<file path="src/rtl/truth_table_sweeper_pkg.sv">
// Shared types and helpers for the truth-table sweeper: state encoding,
// settle-counter width and table-width helper.
package tt_pkg;

  localparam int unsigned SETTLE_W = 4;

  typedef enum logic [1:0] {
    IDLE   = 2'd0,
    WAIT   = 2'd1,
    SAMPLE = 2'd2,
    FIN    = 2'd3
  } tt_state_e;

  function automatic int unsigned tt_width(input int unsigned n);
    return 32'd1 << n;
  endfunction

endpackage

</file>
<file path="src/rtl/truth_table_sweeper_if.sv">
// Sweep request/status bus between the sweeper (master) and the circuit side.
// Optional TRUTH_TABLE_CHECK_EN adds the expected-table compare signals.
interface truth_table_sweeper_if #(
  parameter int unsigned N_IN = 2
);
  import tt_pkg::*;

  localparam int unsigned TW = tt_width(N_IN);

  logic            start;
  logic [N_IN-1:0] vec_out;
  logic            f_in;
  logic            busy;
  logic            done;
  logic [TW-1:0]   table_out;
`ifdef TRUTH_TABLE_CHECK_EN
  logic [TW-1:0]   expected;
  logic            mismatch;

  modport master (input start, f_in, expected,
                  output vec_out, busy, done, table_out, mismatch);
  modport slave  (output start, f_in, expected,
                  input vec_out, busy, done, table_out, mismatch);
`else
  modport master (input start, f_in,
                  output vec_out, busy, done, table_out);
  modport slave  (output start, f_in,
                  input vec_out, busy, done, table_out);
`endif

endinterface

</file>
<file path="src/rtl/truth_table_sweeper_settle_counter.sv">
// Settle-time counter: counts WAIT cycles and flags the last one, wrapping to 0.
module tt_settle_counter
  import tt_pkg::*;
#(
  parameter int unsigned SETTLE = 1
) (
  input  logic clk,
  input  logic rst,
  input  logic i_clear,
  input  logic i_en,
  output logic o_expired_c
);

  localparam logic [SETTLE_W-1:0] LAST = (SETTLE == 0) ? '0 : SETTLE_W'(SETTLE - 1);

  logic [SETTLE_W-1:0] r_count;

  assign o_expired_c = (r_count == LAST);

  always_ff @(posedge clk) begin
    if (rst) begin
      r_count <= '0;
    end else if (i_clear) begin
      r_count <= '0;
    end else if (i_en) begin
      r_count <= o_expired_c ? '0 : r_count + 1'b1;
    end
  end

endmodule

</file>
<file path="src/rtl/truth_table_sweeper.sv">
// Sweeps all N_IN-bit input vectors, samples f_in after SETTLE cycles each and
// assembles the truth table. Optional TRUTH_TABLE_CHECK_EN adds a mismatch flag.
module truth_table_sweeper
  import tt_pkg::*;
#(
  parameter int unsigned N_IN   = 2,
  parameter int unsigned SETTLE = 1
) (
  input logic                   clk,
  input logic                   rst,
  truth_table_sweeper_if.master bus
);

  localparam int unsigned     TW       = tt_width(N_IN);
  localparam logic [N_IN-1:0] VEC_LAST = N_IN'(TW - 1);

  tt_state_e       r_state;
  tt_state_e       w_state_nxt;
  logic [N_IN-1:0] r_vec;
  logic [TW-1:0]   r_table;
  logic [TW-1:0]   w_table_upd;
  logic            r_busy;
  logic            r_done;
  logic            w_accept;
  logic            w_last;
  logic            w_cnt_clr;
  logic            w_cnt_en;
  logic            w_expired;

  assign w_accept = (r_state == IDLE) && bus.start;
  assign w_last   = (r_vec == VEC_LAST);

  tt_settle_counter #(.SETTLE(SETTLE)) u_settle (
    .clk         (clk),
    .rst         (rst),
    .i_clear     (w_cnt_clr),
    .i_en        (w_cnt_en),
    .o_expired_c (w_expired)
  );

  always_ff @(posedge clk) begin
    if (rst) r_state <= IDLE;
    else     r_state <= w_state_nxt;
  end

  always_comb begin
    w_state_nxt = r_state;
    w_cnt_clr   = 1'b0;
    w_cnt_en    = 1'b0;
    case (r_state)
      IDLE: begin
        if (bus.start) begin
          w_state_nxt = (SETTLE > 0) ? WAIT : SAMPLE;
          w_cnt_clr   = 1'b1;
        end
      end
      WAIT: begin
        w_cnt_en = 1'b1;
        if (w_expired) w_state_nxt = SAMPLE;
      end
      SAMPLE:  w_state_nxt = w_last ? FIN : ((SETTLE > 0) ? WAIT : SAMPLE);
      FIN:     w_state_nxt = IDLE;
      default: w_state_nxt = IDLE;
    endcase
  end

  // Table including the bit captured this cycle; also feeds the mismatch compare.
  always_comb begin
    w_table_upd        = r_table;
    w_table_upd[r_vec] = bus.f_in;
  end

  always_ff @(posedge clk) begin
    if (rst) begin
      r_vec   <= '0;
      r_table <= '0;
      r_busy  <= 1'b0;
      r_done  <= 1'b0;
    end else begin
      r_busy <= (w_state_nxt == WAIT) || (w_state_nxt == SAMPLE);
      r_done <= (w_state_nxt == FIN);
      if (w_accept) begin
        r_vec   <= '0;
        r_table <= '0;
      end else if (r_state == SAMPLE) begin
        r_table <= w_table_upd;
        if (!w_last) r_vec <= r_vec + 1'b1;
      end
    end
  end

  assign bus.vec_out   = r_vec;
  assign bus.busy      = r_busy;
  assign bus.done      = r_done;
  assign bus.table_out = r_table;

`ifdef TRUTH_TABLE_CHECK_EN
  logic r_mismatch;

  // Evaluated on the final capture so the flag is valid during FIN.
  always_ff @(posedge clk) begin
    if (rst) begin
      r_mismatch <= 1'b0;
    end else if (w_accept) begin
      r_mismatch <= 1'b0;
    end else if ((r_state == SAMPLE) && w_last) begin
      r_mismatch <= (w_table_upd != bus.expected);
    end
  end

  assign bus.mismatch = r_mismatch;
`endif

endmodule

</file>
<file path="src/flat_wrapper.sv">
// flat-port wrapper written by rule: the top's interface ports become plain ports
module truth_table_sweeper_flat import tt_pkg::*;
#(
  parameter int unsigned N_IN   = 2,
  parameter int unsigned SETTLE = 1
)
  (clk, rst, bus_start, bus_f_in, bus_vec_out, bus_busy, bus_done, bus_table_out);
  truth_table_sweeper_if #(.N_IN(N_IN)) bus_i ();
  input logic clk;
  input logic rst;
  input wire logic [$bits(bus_i.start)-1:0] bus_start;
  input wire logic [$bits(bus_i.f_in)-1:0] bus_f_in;
  output wire logic [$bits(bus_i.vec_out)-1:0] bus_vec_out;
  output wire logic [$bits(bus_i.busy)-1:0] bus_busy;
  output wire logic [$bits(bus_i.done)-1:0] bus_done;
  output wire logic [$bits(bus_i.table_out)-1:0] bus_table_out;
  assign bus_i.start = bus_start;
  assign bus_i.f_in = bus_f_in;
  assign bus_vec_out = bus_i.vec_out;
  assign bus_busy = bus_i.busy;
  assign bus_done = bus_i.done;
  assign bus_table_out = bus_i.table_out;
  truth_table_sweeper #(.N_IN(N_IN), .SETTLE(SETTLE)) u_core (.clk(clk), .rst(rst), .bus(bus_i));
endmodule
</file>
<file path="config.mk">
export PLATFORM = sky130hd
export DESIGN_NAME = truth_table_sweeper_flat
export DESIGN_NICKNAME = d
export VERILOG_FILES = /design/src/rtl/truth_table_sweeper_pkg.sv /design/src/rtl/truth_table_sweeper_if.sv /design/src/rtl/truth_table_sweeper_settle_counter.sv /design/src/rtl/truth_table_sweeper.sv /design/src/flat_wrapper.sv
export SDC_FILE = /design/constraint.sdc
export NUM_CORES = 1
export LEC_CHECK = 0
export ABC_AREA = 1
export ABC_CLOCK_PERIOD_IN_PS = 1800
export BUFFER_PORTS_ARGS = -buffer_cell sky130_fd_sc_hd__buf_2
export CORE_ASPECT_RATIO = 1.1
export CORE_MARGIN = 1
export CORE_UTILIZATION = 45
export DETAILED_ROUTE_END_ITERATION = 7
export PLACE_DENSITY = 0.66
export SKIP_CTS_REPAIR_TIMING = 1
export SYNTH_ARGS = -nofsm -noshare
export SYNTH_HDL_FRONTEND = slang
export SYNTH_SLANG_ARGS = --single-unit
</file>
<file path="constraint.sdc">
create_clock -name clk -period 1.8 [get_ports clk]
set_input_delay 0.36 -clock clk [delete_from_list [all_inputs] [get_ports clk]]
set_output_delay 0.36 -clock clk [all_outputs]
set_load 0.01 [all_outputs]
</file>
==> flow_summary.ini <==
[run_status]
status = finished clean

[global_route]
grt.busiest_layer = met2
antenna_found_initial = 0
use_met3_pct = 4.712
grt_pass1_wl_mm = 1.911
grt_pass1_vias = 500
grt-ovfl-total = 0
use_met1_pct = 17.82
grt_max_degree = 13
grt_usage_pct = 16.72
use_met2_pct = 28.67

[min_path]
hold_class = input port to register

[setup_path]
critPathKind = register to register
r2r-start = u_core.u_settle.r_count[0]
critPathMaxFanout = 4
crit_end = u_core.bus.busy
arrival_ns = 1.53
cp.required_ns = 1.99
startpoint_type = register
r2r_end = u_core.bus.busy
crit_path_end_kind = register
r2r_slack_ns = 0.45
cp-startpoint = u_core.u_settle.r_count[0]
r2r_cells = 7

[finish]
final_layout_size_suffix_gt1_share_pct = 16.98
n_antenna_cell = 0
nFillCells = 152
nets = 118
syn_to_final_growth_pct = 14.60
fin_area_um2 = 785.8

[yosys]
async_flop_share_pct = 0
ys_ff_latch = 14
ys_types = 14
netlist_area_um2 = 685.7
synth_cells = 92
yosysMostFrequentCell = nand2_1
synth-seq-area-share_pct = 40.88
syn_nets = 103
synthTopCellsByCount = nand2_1 (24), dfxtp_1 (14), a21oi_1 (11), inv_1 (11), nand3_1 (9)
synth_top_area_share_pct = 40.88
synth_area_per_cell_um2 = 7.453
synth_top_area_cell = dfxtp_1
synth-edff-count = 0
yosys_warnings = 0
synth.area.top_cells = dfxtp_1 (41%), nand2_1 (13%), ha_1 (13%), a21oi_1 (8.0%), nand3_1 (6.6%)
synth_top_flop_cell = dfxtp_1

[die]
io_pins = 12
dieArea_um2 = 1684
start_util_pct = 48.93
core.rowCount = 14
fp.dieW_um = 39.22
core_region_area_um2 = 1401
die_y_um = 42.94

[place]
gp_congestion = 0.7056
dpl_cell_area_um2 = 749.5
place_hpwl_um = 965.7
port_buffers = 11

[power]
p_per_area_nw_per_um2 = 773.8
ir_drop_mv = 0.3832
p_leak_nw = 0.3476

[sta]
rsz0062_at_grt = false
finalCritPeriodShare_pct = 74.77
finalCriticalPeriod_ns = 1.346
max_freq_mhz = 743.0
slew_headroom_pct = 83.06
worst_pin_slew_ns = 0.2542
hold_viol = 0
finalClockSkew_ns = 0.001225
fin_setup_tns_ns = 0
setup_viol = 0
slew_viol_final = 0

[clocking]
cts_buffers = 3
htreeDepth = 1
cts_sinks = 14
clkSlewWorstSetupHoldPaths_ns = 0.09
clock_latency_ns = 0.28
clock_path_buffers = 2
cts_tree = yes
cts_root_buffer = clkbuf_4

[detailed_routing]
drtIter0Drc = 2
wire_per_inst_um = 9.885
viasPerCell = 4.918
firstDrtPassIters = 4
drt_wl_total_mm = 1.206
route.detailed.drc = 0
ant_nets = 0
via_count = 600

[run]
cap_violations = 0
==> sequential cells by signal (all words and copies together) (netlist names) <==
register                 count
u_core.bus.vec_out           2
u_core.bus.table_out         4
u_core.bus.done              1
u_core.u_settle.r_count      4
u_core.bus.busy              1
u_core.r_state               2
==> layer usage <==
layer	vias to the layer above	wire length, um
met5	-	0
met4	0	19
met3	2	31
met2	10	618
met1	270	537
li1	318	-
==> report_power, final <==
part,internal [mW],switching [mW]
logic,0.0187,0.0338
clock network,0.123,0.110
registers,0.317,0.00513
total,0.459,0.149
==> cell type report <==
class | count | area [um2] | share of cell area [%]
Clock buffer | 4 | 36.28 | 4.618
Inverter | 13 | 48.80 | 6.210
Sequential cell | 14 | 280.3 | 35.67
Timing Repair Buffer | 11 | 55.05 | 7.006
Multi-Input combinational cell | 64 | 345.3 | 43.95
Tap cell | 16 | 20.02 | 2.548
==> worst max-delay path, cell delays in order, from the launching register on <==
cell	delay [ns]
dfxtp_1	0.40
inv_1	0.06
ha_1	0.21
nand4_1	0.14
nand2_1	0.08
ha_1	0.28
inv_1	0.06
nor2_1	0.03
==> stage by stage <==
step | power (mW) | std cells | util (%) | hold WS [ns] | setup WS (ns)
floorplan | 0.3663 | 92 | - | 0.4291 | 0.5511
global placement | 0.3806 | 118 | 53.48 | 0.4444 | 0.4976
detailed placement | 0.3833 | 118 | 53.48 | 0.4510 | 0.4498
CTS | 0.6108 | 122 | 56.07 | 0.2943 | 0.4396
global route | 0.6294 | 122 | 56.07 | 0.2985 | 0.3156
finish | 0.6080 | 122 | 56.07 | 0.2977 | 0.4542
==> cells in the final DEF (no fill, tap or decap) <==
cell / n
clkbuf_4: 3
nand2_1: 24
inv_2: 2
a21o_1: 1
dfxtp_1: 14
o21bai_1: 1
nor2_1: 8
clkbuf_8: 1
ha_1: 7
inv_1: 11
a21oi_1: 11
nor2_4: 1
nand4_1: 1
o21ai_0: 1
buf_2: 11
nand3_1: 9
==> how the worst min path moves through the flow <==
stage,start,endpoint,slack (ns),depth (start not counted)
5_1_grt,rst,u_core.r_state[0],0.30,2
3_3_place_gp,u_core.bus.table_out[1],u_core.bus.table_out[1],0.44,2
2_1_floorplan,rst,u_core.r_state[0],0.43,1
3_5_place_dp,u_core.bus.table_out[1],u_core.bus.table_out[1],0.45,2
4_1_cts,rst,u_core.bus.done,0.29,2
6_report,rst,u_core.bus.done,0.30,2
==> logic make-up after synthesis <==
| kind of cell | synth area share [%] |
|---|---|
| flops | 40.88 |
| buf+inv | 8.759 |
| simple gates | 26.64 |
| fa+ha+maj | 12.77 |
| compound gates | 10.95 |
No activity file was read; power rests on OpenSTA's default activity.
